**src/rtl/mips_mult_div_if.sv**
```systemverilog
`default_nettype none
// ============================================================================
// Module   : mips_mult_div_if
// Summary  : Request/result bundle between execute-stage control and the
//            iterative multiply/divide unit.
// Revision : 1.0
// ============================================================================
interface mips_mult_div_if #(
   parameter int WIDTH = 32
);
   logic             start;
   logic [2:0]       op;
   logic [WIDTH-1:0] rs_data;
   logic [WIDTH-1:0] rt_data;
   logic             busy;
   logic             done;
   logic [WIDTH-1:0] hi;
   logic [WIDTH-1:0] lo;

   modport master (
      output start, op, rs_data, rt_data,
      input  busy, done, hi, lo
   );

   modport slave (
      input  start, op, rs_data, rt_data,
      output busy, done, hi, lo
   );
endinterface
`default_nettype wire

```
**src/rtl/mips_mult_div.sv**
```systemverilog
`default_nettype none
// ============================================================================
// Module   : mips_mult_div
// Summary  : Iterative radix-2 multiply / restoring divide with HI/LO registers.
// Revision : 1.0
// ============================================================================
module mips_mult_div #(
   parameter int WIDTH = 32
) (
   input  wire logic        CLK,
   input  wire logic        reset,
   mips_mult_div_if.slave   bus
);
   localparam int c_CNT_W = $clog2(WIDTH + 1);

   localparam logic [1:0] c_IDLE = 2'd0;
   localparam logic [1:0] c_MUL  = 2'd1;
   localparam logic [1:0] c_DIV  = 2'd2;
   localparam logic [1:0] c_FIX  = 2'd3;

   logic [1:0]         r_state;
   logic [c_CNT_W-1:0] r_cnt;
   logic [WIDTH-1:0]   r_b_mag;
   logic [WIDTH-1:0]   r_a_raw;
   logic [2*WIDTH-1:0] r_acc;
   logic               r_is_div;
   logic               r_div_zero;
   logic               r_neg_q;
   logic               r_neg_r;
   logic               r_done;
   logic [WIDTH-1:0]   r_hi;
   logic [WIDTH-1:0]   r_lo;

   logic               w_signed;
   logic               w_a_neg;
   logic               w_b_neg;
   logic [WIDTH-1:0]   w_a_mag;
   logic [WIDTH-1:0]   w_b_mag;
   logic [WIDTH:0]     w_mul_sum;
   logic [WIDTH:0]     w_div_shift;
   logic [WIDTH:0]     w_div_diff;
   logic               w_div_ok;
   logic [2*WIDTH-1:0] w_prod_fix;
   logic [WIDTH-1:0]   w_quo;
   logic [WIDTH-1:0]   w_rem;

   assign w_signed = bus.op[0];
   assign w_a_neg  = w_signed & bus.rs_data[WIDTH-1];
   assign w_b_neg  = w_signed & bus.rt_data[WIDTH-1];
   assign w_a_mag  = w_a_neg ? (~bus.rs_data + 1'b1) : bus.rs_data;
   assign w_b_mag  = w_b_neg ? (~bus.rt_data + 1'b1) : bus.rt_data;

   // Multiply: upper half accumulates, lower half holds the shrinking multiplier.
   assign w_mul_sum = {1'b0, r_acc[2*WIDTH-1:WIDTH]}
                    + (r_acc[0] ? {1'b0, r_b_mag} : {(WIDTH+1){1'b0}});

   // Divide: upper half is the partial remainder, lower half dividend/quotient.
   assign w_div_shift = {r_acc[2*WIDTH-1:WIDTH], r_acc[WIDTH-1]};
   assign w_div_diff  = w_div_shift - {1'b0, r_b_mag};
   assign w_div_ok    = ~w_div_diff[WIDTH];

   assign w_prod_fix = r_neg_q ? (~r_acc + 1'b1) : r_acc;
   assign w_quo      = r_neg_q ? (~r_acc[WIDTH-1:0] + 1'b1) : r_acc[WIDTH-1:0];
   assign w_rem      = r_neg_r ? (~r_acc[2*WIDTH-1:WIDTH] + 1'b1) : r_acc[2*WIDTH-1:WIDTH];

   always_ff @(posedge CLK) begin
      if (reset) begin
         r_state    <= c_IDLE;
         r_cnt      <= '0;
         r_b_mag    <= '0;
         r_a_raw    <= '0;
         r_acc      <= '0;
         r_is_div   <= 1'b0;
         r_div_zero <= 1'b0;
         r_neg_q    <= 1'b0;
         r_neg_r    <= 1'b0;
         r_done     <= 1'b0;
         r_hi       <= '0;
         r_lo       <= '0;
      end else begin
         r_done <= 1'b0;
         case (r_state)
            c_IDLE: begin
               if (bus.start) begin
                  if (!bus.op[2]) begin
                     r_acc      <= {{WIDTH{1'b0}}, w_a_mag};
                     r_b_mag    <= w_b_mag;
                     r_a_raw    <= bus.rs_data;
                     r_is_div   <= bus.op[1];
                     r_div_zero <= (bus.rt_data == '0);
                     r_neg_q    <= w_a_neg ^ w_b_neg;
                     r_neg_r    <= w_a_neg;
                     r_cnt      <= c_CNT_W'(WIDTH);
                     r_state    <= bus.op[1] ? c_DIV : c_MUL;
                  end else if (bus.op[1:0] == 2'b00) begin
                     r_hi <= bus.rs_data;
                  end else if (bus.op[1:0] == 2'b01) begin
                     r_lo <= bus.rs_data;
                  end
               end
            end
            c_MUL: begin
               r_acc <= {w_mul_sum, r_acc[WIDTH-1:1]};
               r_cnt <= r_cnt - 1'b1;
               if (r_cnt == c_CNT_W'(1)) r_state <= c_FIX;
            end
            c_DIV: begin
               r_acc <= {(w_div_ok ? w_div_diff[WIDTH-1:0] : w_div_shift[WIDTH-1:0]),
                         r_acc[WIDTH-2:0], w_div_ok};
               r_cnt <= r_cnt - 1'b1;
               if (r_cnt == c_CNT_W'(1)) r_state <= c_FIX;
            end
            default: begin
               if (!r_is_div) begin
                  r_hi <= w_prod_fix[2*WIDTH-1:WIDTH];
                  r_lo <= w_prod_fix[WIDTH-1:0];
               end else if (r_div_zero) begin
                  // Divide by zero returns the untouched dividend, not its magnitude.
                  r_hi <= r_a_raw;
                  r_lo <= '1;
               end else begin
                  r_hi <= w_rem;
                  r_lo <= w_quo;
               end
               r_done  <= 1'b1;
               r_state <= c_IDLE;
            end
         endcase
      end
   end

   assign bus.busy = (r_state != c_IDLE);
   assign bus.done = r_done;
   assign bus.hi   = r_hi;
   assign bus.lo   = r_lo;
endmodule
`default_nettype wire

```
**src/flat_wrapper.sv**
```systemverilog
// flat-port wrapper written by rule: the top's interface ports become plain ports
module mips_mult_div_flat 
#(
   parameter int WIDTH = 32
)
  (CLK, reset, bus_start, bus_op, bus_rs_data, bus_rt_data, bus_busy, bus_done, bus_hi, bus_lo);
  mips_mult_div_if #(.WIDTH(WIDTH)) bus_i ();
  input  wire logic CLK;
  input  wire logic reset;
  input wire logic [$bits(bus_i.start)-1:0] bus_start;
  input wire logic [$bits(bus_i.op)-1:0] bus_op;
  input wire logic [$bits(bus_i.rs_data)-1:0] bus_rs_data;
  input wire logic [$bits(bus_i.rt_data)-1:0] bus_rt_data;
  output wire logic [$bits(bus_i.busy)-1:0] bus_busy;
  output wire logic [$bits(bus_i.done)-1:0] bus_done;
  output wire logic [$bits(bus_i.hi)-1:0] bus_hi;
  output wire logic [$bits(bus_i.lo)-1:0] bus_lo;
  assign bus_i.start = bus_start;
  assign bus_i.op = bus_op;
  assign bus_i.rs_data = bus_rs_data;
  assign bus_i.rt_data = bus_rt_data;
  assign bus_busy = bus_i.busy;
  assign bus_done = bus_i.done;
  assign bus_hi = bus_i.hi;
  assign bus_lo = bus_i.lo;
  mips_mult_div #(.WIDTH(WIDTH)) u_core (.CLK(CLK), .reset(reset), .bus(bus_i));
endmodule
```
**config.mk**
```make
export PLATFORM = sky130hd
export DESIGN_NAME = mips_mult_div_flat
export DESIGN_NICKNAME = d
export VERILOG_FILES = /design/src/rtl/mips_mult_div_if.sv /design/src/rtl/mips_mult_div.sv /design/src/flat_wrapper.sv
export SDC_FILE = /design/constraint.sdc
export NUM_CORES = 1
export LEC_CHECK = 0
export CORE_ASPECT_RATIO = 0.75
export CORE_MARGIN = 3
export CORE_UTILIZATION = 47
export CTS_BUF_LIST = sky130_fd_sc_hd__clkbuf_4
export DETAILED_ROUTE_END_ITERATION = 16
export PLACE_DENSITY = 0.78
export SETUP_SLACK_MARGIN = 0.2
export SYNTH_ARGS = -nofsm -noshare
export SYNTH_HDL_FRONTEND = slang
export SYNTH_SLANG_ARGS = --single-unit
```
**constraint.sdc**
```tcl
create_clock -name CLK -period 4.6 [get_ports CLK]
set_input_delay 1.38 -clock CLK [delete_from_list [all_inputs] [get_ports CLK]]
set_output_delay 1.38 -clock CLK [all_outputs]
set_load 0.02 [all_outputs]
```
==> impl_metrics.prom, run 1 <==
# TYPE chip_impl_metric gauge
chip_impl_metric{name="dr.pass1.iters",unit=""} 7
chip_impl_metric{name="postSynthNetCount",unit=""} 2347
chip_impl_metric{name="internal-power",unit="mW"} 4.686
chip_impl_metric{name="worstRegToRegCells",unit=""} 13
chip_impl_info{name="critical_path.endpoint",value="u_core.bus.hi[16]"} 1
chip_impl_metric{name="clock_path_buffers",unit=""} 3
chip_impl_metric{name="critical-path-max-stage-delay",unit="ns"} 0.67
chip_impl_metric{name="cts_num_sinks",unit=""} 205
chip_impl_metric{name="grt.total_usage",unit="%"} 30.93
chip_impl_info{name="layout.cells.most_common",value="nand2_1"} 1
chip_impl_metric{name="drtAntennaViolNets",unit=""} 0
chip_impl_metric{name="final_cell_count_no_fill",unit=""} 2779
chip_impl_metric{name="floorplan.initialDensity",unit="%"} 48.41
chip_impl_metric{name="yosys.area_share.xor_xnor",unit="%"} 9.244
chip_impl_metric{name="layout.nets",unit=""} 2440
chip_impl_metric{name="clk_pin_slew",unit="ns"} 0.07
chip_impl_metric{name="post_synth_mux_area_share",unit="%"} 1.714
chip_impl_metric{name="resized_gates_after_cts",unit=""} 0
chip_impl_metric{name="gp_congestion",unit=""} 0.9826
chip_impl_info{name="tritoncts",value="done"} 1
chip_impl_metric{name="setup-tns-final",unit="ns"} 0
chip_impl_metric{name="die_width",unit="um"} 218.5
chip_impl_metric{name="clock_tree.htree_level_count",unit=""} 2
chip_impl_metric{name="cts_post_setup_buffers_inserted",unit=""} 0
chip_impl_metric{name="timing.hold.worst_path_depth",unit=""} 2
chip_impl_metric{name="grt_overflow_total",unit=""} 0
chip_impl_metric{name="r2r_setup_slack",unit="ns"} 0.55
chip_impl_metric{name="sw_frac_of_total",unit="%"} 48.60
chip_impl_metric{name="cts_buffers",unit=""} 56
chip_impl_metric{name="p_comb_share",unit="%"} 53.3
chip_impl_metric{name="synth.ff_latch_count",unit=""} 205
chip_impl_info{name="regToRegStartpoint",value="u_core.r_acc[0]"} 1
chip_impl_metric{name="grt_antenna_before_repair",unit=""} 1
chip_impl_metric{name="yosysWarnings",unit=""} 0
chip_impl_metric{name="post_synth_and_or_nand_nor_area_fraction",unit="%"} 20.02
chip_impl_metric{name="syn_avg_cell_area",unit="um2"} 7.232
chip_impl_metric{name="placed_cells",unit=""} 2678
chip_impl_metric{name="cellPowerDensity",unit="nW/um2"} 495.7
chip_impl_info{name="critical_path.cell_chain",value="inv_1 -> ha_1 -> nand2b_1 -> nor4_1 -> buf_4 -> and4_1 -> nand3_1 -> o31ai_1 -> a21oi_1 -> a31o_2 -> a221oi_1 -> buf_4 -> nor3_1"} 1
chip_impl_info{name="critical_path.most_common_cell",value="buf_4"} 1
chip_impl_metric{name="slew_violations",unit=""} 0
chip_impl_info{name="endpoint_kind",value="flop"} 1
chip_impl_metric{name="critical_path_required",unit="ns"} 5.20
chip_impl_metric{name="detailedPlacementHpwl",unit="mm"} 42.72
chip_impl_metric{name="fraction_of_the_mapped_netlist_area_in_compound_gates",unit="%"} 30.76
chip_impl_info{name="layout.cells.most_common_list",value="nand2_1 (243), a21oi_1 (226), dfxtp_1 (205), nor2_1 (194), o21ai_0 (163)"} 1
chip_impl_metric{name="global_route_wire_length_before_repair",unit="mm"} 89.06
chip_impl_metric{name="clock_latency",unit="ns"} 0.77
chip_impl_metric{name="cap_violations",unit=""} 0
chip_impl_info{name="dominant_combinational_cell_family_by_area_after_synthesis",value="compound AO/OA/AOI/OAI gates"} 1
chip_impl_info{name="post_synth_top_flop",value="dfxtp_1"} 1
chip_impl_info{name="cpMaxStageDelayCell",value="inv_1"} 1
chip_impl_metric{name="slew-limit-headroom",unit="%"} 7.507
chip_impl_metric{name="postCtsHoldBufs",unit=""} 0
chip_impl_info{name="startpoint",value="u_core.r_acc[0]"} 1
chip_impl_metric{name="detail_route.iter0.violations",unit=""} 2658
chip_impl_metric{name="num_rows",unit=""} 57
chip_impl_info{name="cp_startpoint_kind",value="flop"} 1
chip_impl_metric{name="die_area",unit="um2"} 36130
chip_impl_metric{name="grt_start_max_net_pins",unit=""} 74
chip_impl_metric{name="total_switching_power",unit="mW"} 4.430
chip_impl_metric{name="number_of_design_rule_violations_left_after_detail_routing",unit=""} 0
chip_impl_metric{name="final_min_period_over_clock_period",unit="%"} 88.07
chip_impl_metric{name="skew",unit="ns"} 0.06371
chip_impl_metric{name="report.final.setup_viol",unit=""} 0
chip_impl_info{name="hold_path_class",value="flop to flop"} 1
chip_impl_info{name="grt_setup_unrepaired",value="no"} 1
chip_impl_metric{name="seq_power_share",unit="%"} 28.9
chip_impl_info{name="run_status",value="finished clean"} 1
chip_impl_metric{name="asr_flop_ratio_synth",unit="%"} 0
chip_impl_metric{name="crit_path_time_final",unit="ns"} 4.051
chip_impl_metric{name="post_route_cells_drive_above_1_share",unit="%"} 7.449
chip_impl_metric{name="syn-instance-count",unit=""} 2201
chip_impl_metric{name="timing.critical_path.fanout_max",unit=""} 19
chip_impl_metric{name="vias_per_cell",unit=""} 6.359
chip_impl_metric{name="vdd.ir_drop.worst",unit="V"} 0.0003601
chip_impl_metric{name="clkPwrFrac",unit="%"} 17.8
chip_impl_metric{name="critPathArrivalTime",unit="ns"} 4.65
chip_impl_metric{name="timing.final.hold_violations",unit=""} 0
chip_impl_metric{name="routed-via-count",unit=""} 17671
chip_impl_info{name="reg2reg_to",value="u_core.bus.hi[16]"} 1
chip_impl_metric{name="synth-seq-area-share",unit="%"} 25.78
chip_impl_info{name="clock_tree.root_cell",value="clkbuf_4"} 1
chip_impl_metric{name="finalHoldWorstSlack",unit="ns"} 0.4471
chip_impl_metric{name="arithmetic_cell_share_of_the_synthesized_area_counting_full_adders_half_adders_and_majority_gates",unit="%"} 6.068
chip_impl_metric{name="via_count_of_the_first_global_routing_pass",unit=""} 15990
chip_impl_metric{name="netlist-cell-type-count",unit=""} 73
chip_impl_metric{name="io_pins",unit=""} 136
chip_impl_metric{name="die_y",unit="um"} 165.4
chip_impl_info{name="criticalPathCategory",value="flop to flop"} 1
chip_impl_metric{name="synth_edf_count",unit=""} 0
chip_impl_metric{name="coreArea",unit="um2"} 32880
chip_impl_metric{name="buffer_ports.inserted",unit=""} 135
chip_impl_metric{name="p_leak",unit="nW"} 7.112
chip_impl_metric{name="areaGrowthSynthToFinish",unit="%"} 15.54
chip_impl_metric{name="avgRoutedWirePerCell",unit="um"} 20.92
chip_impl_metric{name="timing.fmax",unit="GHz"} 0.2469
chip_impl_metric{name="syn_area",unit="um2"} 15920
chip_impl_metric{name="total_routed_length",unit="mm"} 58.14
chip_impl_metric{name="tightestPinTransition",unit="ns"} 1.382
## cell usage after synthesis (14+ instances only)
| master | instances | area, um2 |
|---|---|---|
| or3_1 | 24 | 150.1 |
| nor2_1 | 196 | 735.7 |
| nand2_1 | 243 | 912.1 |
| mux2i_1 | 25 | 250.2 |
| xor2_1 | 77 | 674.4 |
| o22ai_1 | 19 | 118.9 |
| a211oi_1 | 55 | 412.9 |
| nand3_1 | 44 | 220.2 |
| a221oi_1 | 36 | 315.3 |
| and2_1 | 14 | 87.58 |
| nand2b_1 | 21 | 131.4 |
| ha_1 | 74 | 925.9 |
| clkbuf_1 | 145 | 544.3 |
| o211ai_1 | 36 | 270.3 |
| dfxtp_1 | 205 | 4104 |
| o21ai_0 | 163 | 815.8 |
| nor3_1 | 54 | 270.3 |
| a21o_1 | 33 | 247.7 |
| nor4_1 | 24 | 150.1 |
| a31oi_1 | 28 | 175.2 |
| xnor2_1 | 91 | 797.0 |
| or4_1 | 14 | 105.1 |
| a21oi_1 | 228 | 1141 |
| o31ai_1 | 24 | 180.2 |
| a22oi_1 | 40 | 300.3 |
| inv_1 | 104 | 390.4 |
## final cells by class
type	instances	area, um2
inverters	108	405.4
flip-flops and latches	205	4104
fillers	3099	14490
well taps	442	553.0
diodes	1	2.502
clock inverters	25	102.6
repair buffers	196	1832
multi-input cells	1727	10830
clock buffers	75	563.0
## stage by stage
stage	area (um2)	setup WS (ns)	utilization (%)	total power [mW]
3_5_place_dp	17720	0.2685	53.91	7.335
5_1_grt	18390	0.4902	55.94	9.627
6_report	18390	0.5490	55.94	9.116
4_1_cts	18390	0.7425	55.93	8.963
2_1_floorplan	15920	0.7879	-	5.670
3_3_place_gp	17720	0.3136	53.91	7.223
## cells by family after synthesis
group                    Yosys count
AO/OA/AOI/OAI                    766
XOR/XNOR                         168
adder cells (fa/ha/maj)           76
buffers and inverters            269
flip-flops                       205
multiplexers                      27
AND/OR/NAND/NOR                  690
## layer usage
layer	wire, um	track usage [%]	part of all wire, %
met1	25660	45.21	44
met2	22840	43.32	39
met3	8128	9.493	14
met4	1514	8.859	2.6
met5	0	0	0
## worst max-delay path: cells and delay by family (launching register included)
kind                       cells  cell delay [ns]
AOI/OAI and AO/OA              4             0.97
DFF                            1             0.41
buffers and inverters          3             1.10
and+or+nand+nor                5             1.08
adders and majority gates      1             0.30
## power by group through the flow
stage / logic (mW) / clock network (mW) / registers, mW
6_report: 4.86 / 1.62 / 2.63
5_1_grt: 5.22 / 1.74 / 2.67
4_1_cts: 4.71 / 1.64 / 2.61
3_5_place_dp: 4.69 / 0 / 2.65
3_3_place_gp: 4.60 / 0 / 2.63
2_1_floorplan: 2.92 / 0 / 2.75
## sequential cells by signal, indices dropped and copies added, names as in the netlist, 2 cells and up
register	cells
u_core.r_acc	64
u_core.r_b_mag	32
u_core.bus.hi	32
u_core.r_cnt	6
u_core.r_state	2
u_core.bus.lo	32
u_core.r_a_raw	32
## worst min-delay path by stage
stage / startpoint / to
floorplan: u_core.r_b_mag[22] / u_core.r_b_mag[22]
global placement: u_core.r_a_raw[31] / u_core.r_a_raw[31]
detailed placement: u_core.r_a_raw[8] / u_core.r_a_raw[8]
CTS: u_core.r_b_mag[22] / u_core.r_b_mag[22]
global route: u_core.r_a_raw[8] / u_core.r_a_raw[8]
finish: u_core.r_b_mag[22] / u_core.r_b_mag[22]
Power figures use the tool's default switching activity.
==> run 2, diff against run 1 <==
--- a/config.mk
+++ b/config.mk
@@ -10,7 +10,7 @@
 export CORE_UTILIZATION = 47
 export CTS_BUF_LIST = sky130_fd_sc_hd__clkbuf_4
 export DETAILED_ROUTE_END_ITERATION = 16
-export PLACE_DENSITY = 0.78
+export PLACE_DENSITY = 0.81
 export SETUP_SLACK_MARGIN = 0.2
 export SYNTH_ARGS = -nofsm -noshare
 export SYNTH_HDL_FRONTEND = slang
==> constraint.sdc (replaced) <==
create_clock -name CLK -period 3.6 [get_ports CLK]
set_input_delay 1.08 -clock CLK [delete_from_list [all_inputs] [get_ports CLK]]
set_output_delay 1.08 -clock CLK [all_outputs]
set_load 0.02 [all_outputs]
==> run 2 against run 1 <==
Final cell count is 3.2% higher. Final area increased by 4.7%. Worst hold slack better by 0.0063 ns. Via count rose by 3.4%. Clock skew decreased by 0.016 ns. First-iteration DRC count fell by 6.8%. Sequential share of layout area shrank 0.95 points. Combinational power up 38%. Critical path type unchanged. Largest power group unchanged. Highest routed layer unchanged.
==> impl_metrics.prom, run 2 (synthesis results as in run 1) <==
# TYPE chip_impl_metric gauge
chip_impl_metric{name="timing.fmax",unit="GHz"} 0.2957
chip_impl_info{name="critical_path.most_common_cell",value="or4_4"} 1
chip_impl_metric{name="layout.nets",unit=""} 2532
chip_impl_metric{name="detailedPlacementHpwl",unit="mm"} 45.28
chip_impl_metric{name="via_count_of_the_first_global_routing_pass",unit=""} 16859
chip_impl_metric{name="io_pins",unit=""} 136
chip_impl_info{name="top_register",value="u_core.r_acc"} 1
chip_impl_metric{name="post_route_cells_drive_above_1_share",unit="%"} 12.29
chip_impl_metric{name="report.final.setup_viol",unit=""} 0
chip_impl_metric{name="seq_power_share",unit="%"} 27.3
chip_impl_metric{name="drtAntennaViolNets",unit=""} 0
chip_impl_metric{name="grt.total_usage",unit="%"} 32.27
chip_impl_info{name="layout.cells.most_common",value="nand2_1"} 1
chip_impl_metric{name="critical_path_required",unit="ns"} 4.18
chip_impl_info{name="hold_path_class",value="flop to flop"} 1
chip_impl_info{name="run_status",value="finished clean"} 1
chip_impl_metric{name="cts_buffers",unit=""} 55
chip_impl_metric{name="avgRoutedWirePerCell",unit="um"} 20.98
chip_impl_metric{name="placed_cell_area",unit="um2"} 18430
chip_impl_metric{name="final_cell_area",unit="um2"} 19250
chip_impl_info{name="layout.cells.most_common_list",value="nand2_1 (242), a21oi_1 (225), dfxtp_1 (198), nor2_1 (194), o21ai_0 (159)"} 1
chip_impl_info{name="critical_path.cell_chain",value="or4_4 -> or4_4 -> nand3b_4 -> or3_4 -> or4_4 -> o21ai_4 -> nor3_2 -> a221oi_2 -> o22ai_1"} 1
chip_impl_metric{name="p_comb_share",unit="%"} 55.1
chip_impl_metric{name="cts_num_sinks",unit=""} 205
chip_impl_metric{name="critPathArrivalTime",unit="ns"} 3.96
chip_impl_metric{name="critical-path-max-stage-delay",unit="ns"} 0.60
chip_impl_metric{name="grt_antenna_before_repair",unit=""} 1
chip_impl_info{name="cp_startpoint_kind",value="flop"} 1
chip_impl_metric{name="cellPowerDensity",unit="nW/um2"} 634.4
chip_impl_metric{name="num_rows",unit=""} 57
chip_impl_metric{name="p_leak",unit="nW"} 7.649
chip_impl_metric{name="grt_overflow_total",unit=""} 0
chip_impl_metric{name="number_of_design_rule_violations_left_after_detail_routing",unit=""} 0
chip_impl_metric{name="cap_violations",unit=""} 0
chip_impl_metric{name="dr.pass1.iters",unit=""} 6
chip_impl_metric{name="sw_frac_of_total",unit="%"} 47.55
chip_impl_metric{name="r2r_setup_slack",unit="ns"} 0.22
chip_impl_metric{name="area_taken_by_flip_flops_and_latches",unit="um2"} 4113
chip_impl_metric{name="slew_violations",unit=""} 0
chip_impl_metric{name="postCtsHoldBufs",unit=""} 0
chip_impl_metric{name="gp_congestion",unit=""} 0.9937
chip_impl_metric{name="final.fill_count",unit=""} 3012
chip_impl_metric{name="crit_path_time_final",unit="ns"} 3.382
chip_impl_metric{name="detail_route.iter0.violations",unit=""} 2478
chip_impl_metric{name="total_switching_power",unit="mW"} 5.807
chip_impl_metric{name="grt_start_max_net_pins",unit=""} 77
chip_impl_metric{name="floorplan.initialDensity",unit="%"} 48.41
chip_impl_metric{name="total_routed_length",unit="mm"} 60.18
chip_impl_metric{name="tightestPinTransition",unit="ns"} 0.8295
chip_impl_metric{name="die_y",unit="um"} 165.4
chip_impl_metric{name="areaGrowthSynthToFinish",unit="%"} 20.93
chip_impl_metric{name="path_buf_inv",unit=""} 0
chip_impl_metric{name="slew-limit-headroom",unit="%"} 44.70
chip_impl_info{name="grt_setup_unrepaired",value="yes"} 1
chip_impl_metric{name="clock_tree.htree_level_count",unit=""} 2
chip_impl_metric{name="vdd.ir_drop.worst",unit="V"} 0.0006128
chip_impl_metric{name="largest_register_ff_count",unit=""} 64
chip_impl_metric{name="footprint_of_the_multi_input_gates",unit="um2"} 10920
chip_impl_metric{name="skew",unit="ns"} 0.04819
chip_impl_metric{name="routed-via-count",unit=""} 18279
chip_impl_metric{name="final_min_period_over_clock_period",unit="%"} 93.95
chip_impl_metric{name="internal-power",unit="mW"} 6.405
chip_impl_info{name="criticalPathCategory",value="flop to flop"} 1
chip_impl_info{name="critical_path.top_delay_family",value="simple AND/OR/NAND/NOR gates"} 1
chip_impl_metric{name="timing.critical_path.fanout_max",unit=""} 5
chip_impl_metric{name="total_power",unit="mW"} 12.21
chip_impl_metric{name="buffer_ports.inserted",unit=""} 135
chip_impl_metric{name="clock_latency",unit="ns"} 0.74
chip_impl_metric{name="coreArea",unit="um2"} 32880
chip_impl_metric{name="clk_pin_slew",unit="ns"} 0.08
chip_impl_metric{name="vias_per_cell",unit=""} 6.373
chip_impl_info{name="clock_tree.root_cell",value="clkbuf_4"} 1
chip_impl_info{name="tritoncts",value="done"} 1
chip_impl_metric{name="clkPwrFrac",unit="%"} 17.6
chip_impl_metric{name="die_area",unit="um2"} 36130
chip_impl_metric{name="timing.final.hold_violations",unit=""} 0
chip_impl_metric{name="die_width",unit="um"} 218.5
chip_impl_info{name="cpMaxStageDelayCell",value="or4_4"} 1
chip_impl_info{name="endpoint_kind",value="flop"} 1
chip_impl_metric{name="clock_path_buffers",unit=""} 3
chip_impl_metric{name="global_route_wire_length_before_repair",unit="mm"} 93.01
==> run 2: worst paths after layout <==
kind,start,endpoint,depth (start not counted)
max,u_core.r_acc[7],u_core.bus.hi[21],9
min,u_core.r_a_raw[27],u_core.r_a_raw[27],2
max reg2reg,u_core.r_acc[7],u_core.bus.hi[21],9
min reg2reg,u_core.r_a_raw[27],u_core.r_a_raw[27],2
==> run 2: worst min-delay path, cell delays in order, from the launching register on <==
cell and delay, ns:
dfxtp_1 0.31, nand2_1 0.05, a21oi_1 0.05
==> run 2: what timing repair did <==
action / CTS / global route
gates resized for setup: 3 / 26
endpoints found under the setup margin: 8 / 34
gates cloned: 0 / 0
pin swaps: 0 / 14
buffers inserted: 0 / 4
endpoints found under the hold margin: 0 / 0
==> run 2: power by group through the flow <==
stage	Clock [mW]	Combinational (mW)	Sequential, mW
final	2.14	6.73	3.34
after floorplan	0	3.73	3.52
after global placement	0	6.25	3.32
after global routing	2.29	7.18	3.39
after CTS	2.16	6.43	3.30
after detailed placement	0	6.38	3.35
==> run 2: cell type report <==
| type | instances | share of cell area, % |
|---|---|---|
| Antenna cell | 1 | 0.01300 |
| Clock buffer | 78 | 3.042 |
| Clock inverter | 18 | 0.5460 |
| Inverter | 108 | 2.106 |
| Multi-Input combinational cell | 1727 | 56.72 |
| Sequential cell | 205 | 21.36 |
| Tap cell | 442 | 2.873 |
| Timing Repair Buffer | 289 | 13.34 |
==> run 2: layer usage <==
| metal | vias up | GRT usage, % | wire (um) |
|---|---|---|---|
| met2 | 1237 | 45.74 | 24160 |
| met3 | 155 | 11.07 | 8552 |
| li1 | 8366 | - | - |
| met1 | 8521 | 46.03 | 25970 |
| met4 | 0 | 9.333 | 1498 |
| met5 | - | 0 | 0 |
==> run 2: stage by stage <==
step	worst slack (ns)	setup TNS (ns)	std cells	hold slack (ns)	utilization, %
CTS	0.1934	0	2863	0.4562	58.16
floorplan	0.2459	0	2201	0.4319	-
global route	0.1459	0	2868	0.4742	58.55
global placement	-0.2562	-2.684	2767	0.4395	56.05
finish	0.2178	0	2868	0.4534	58.55
detailed placement	-0.2856	-4.115	2767	0.4459	56.05
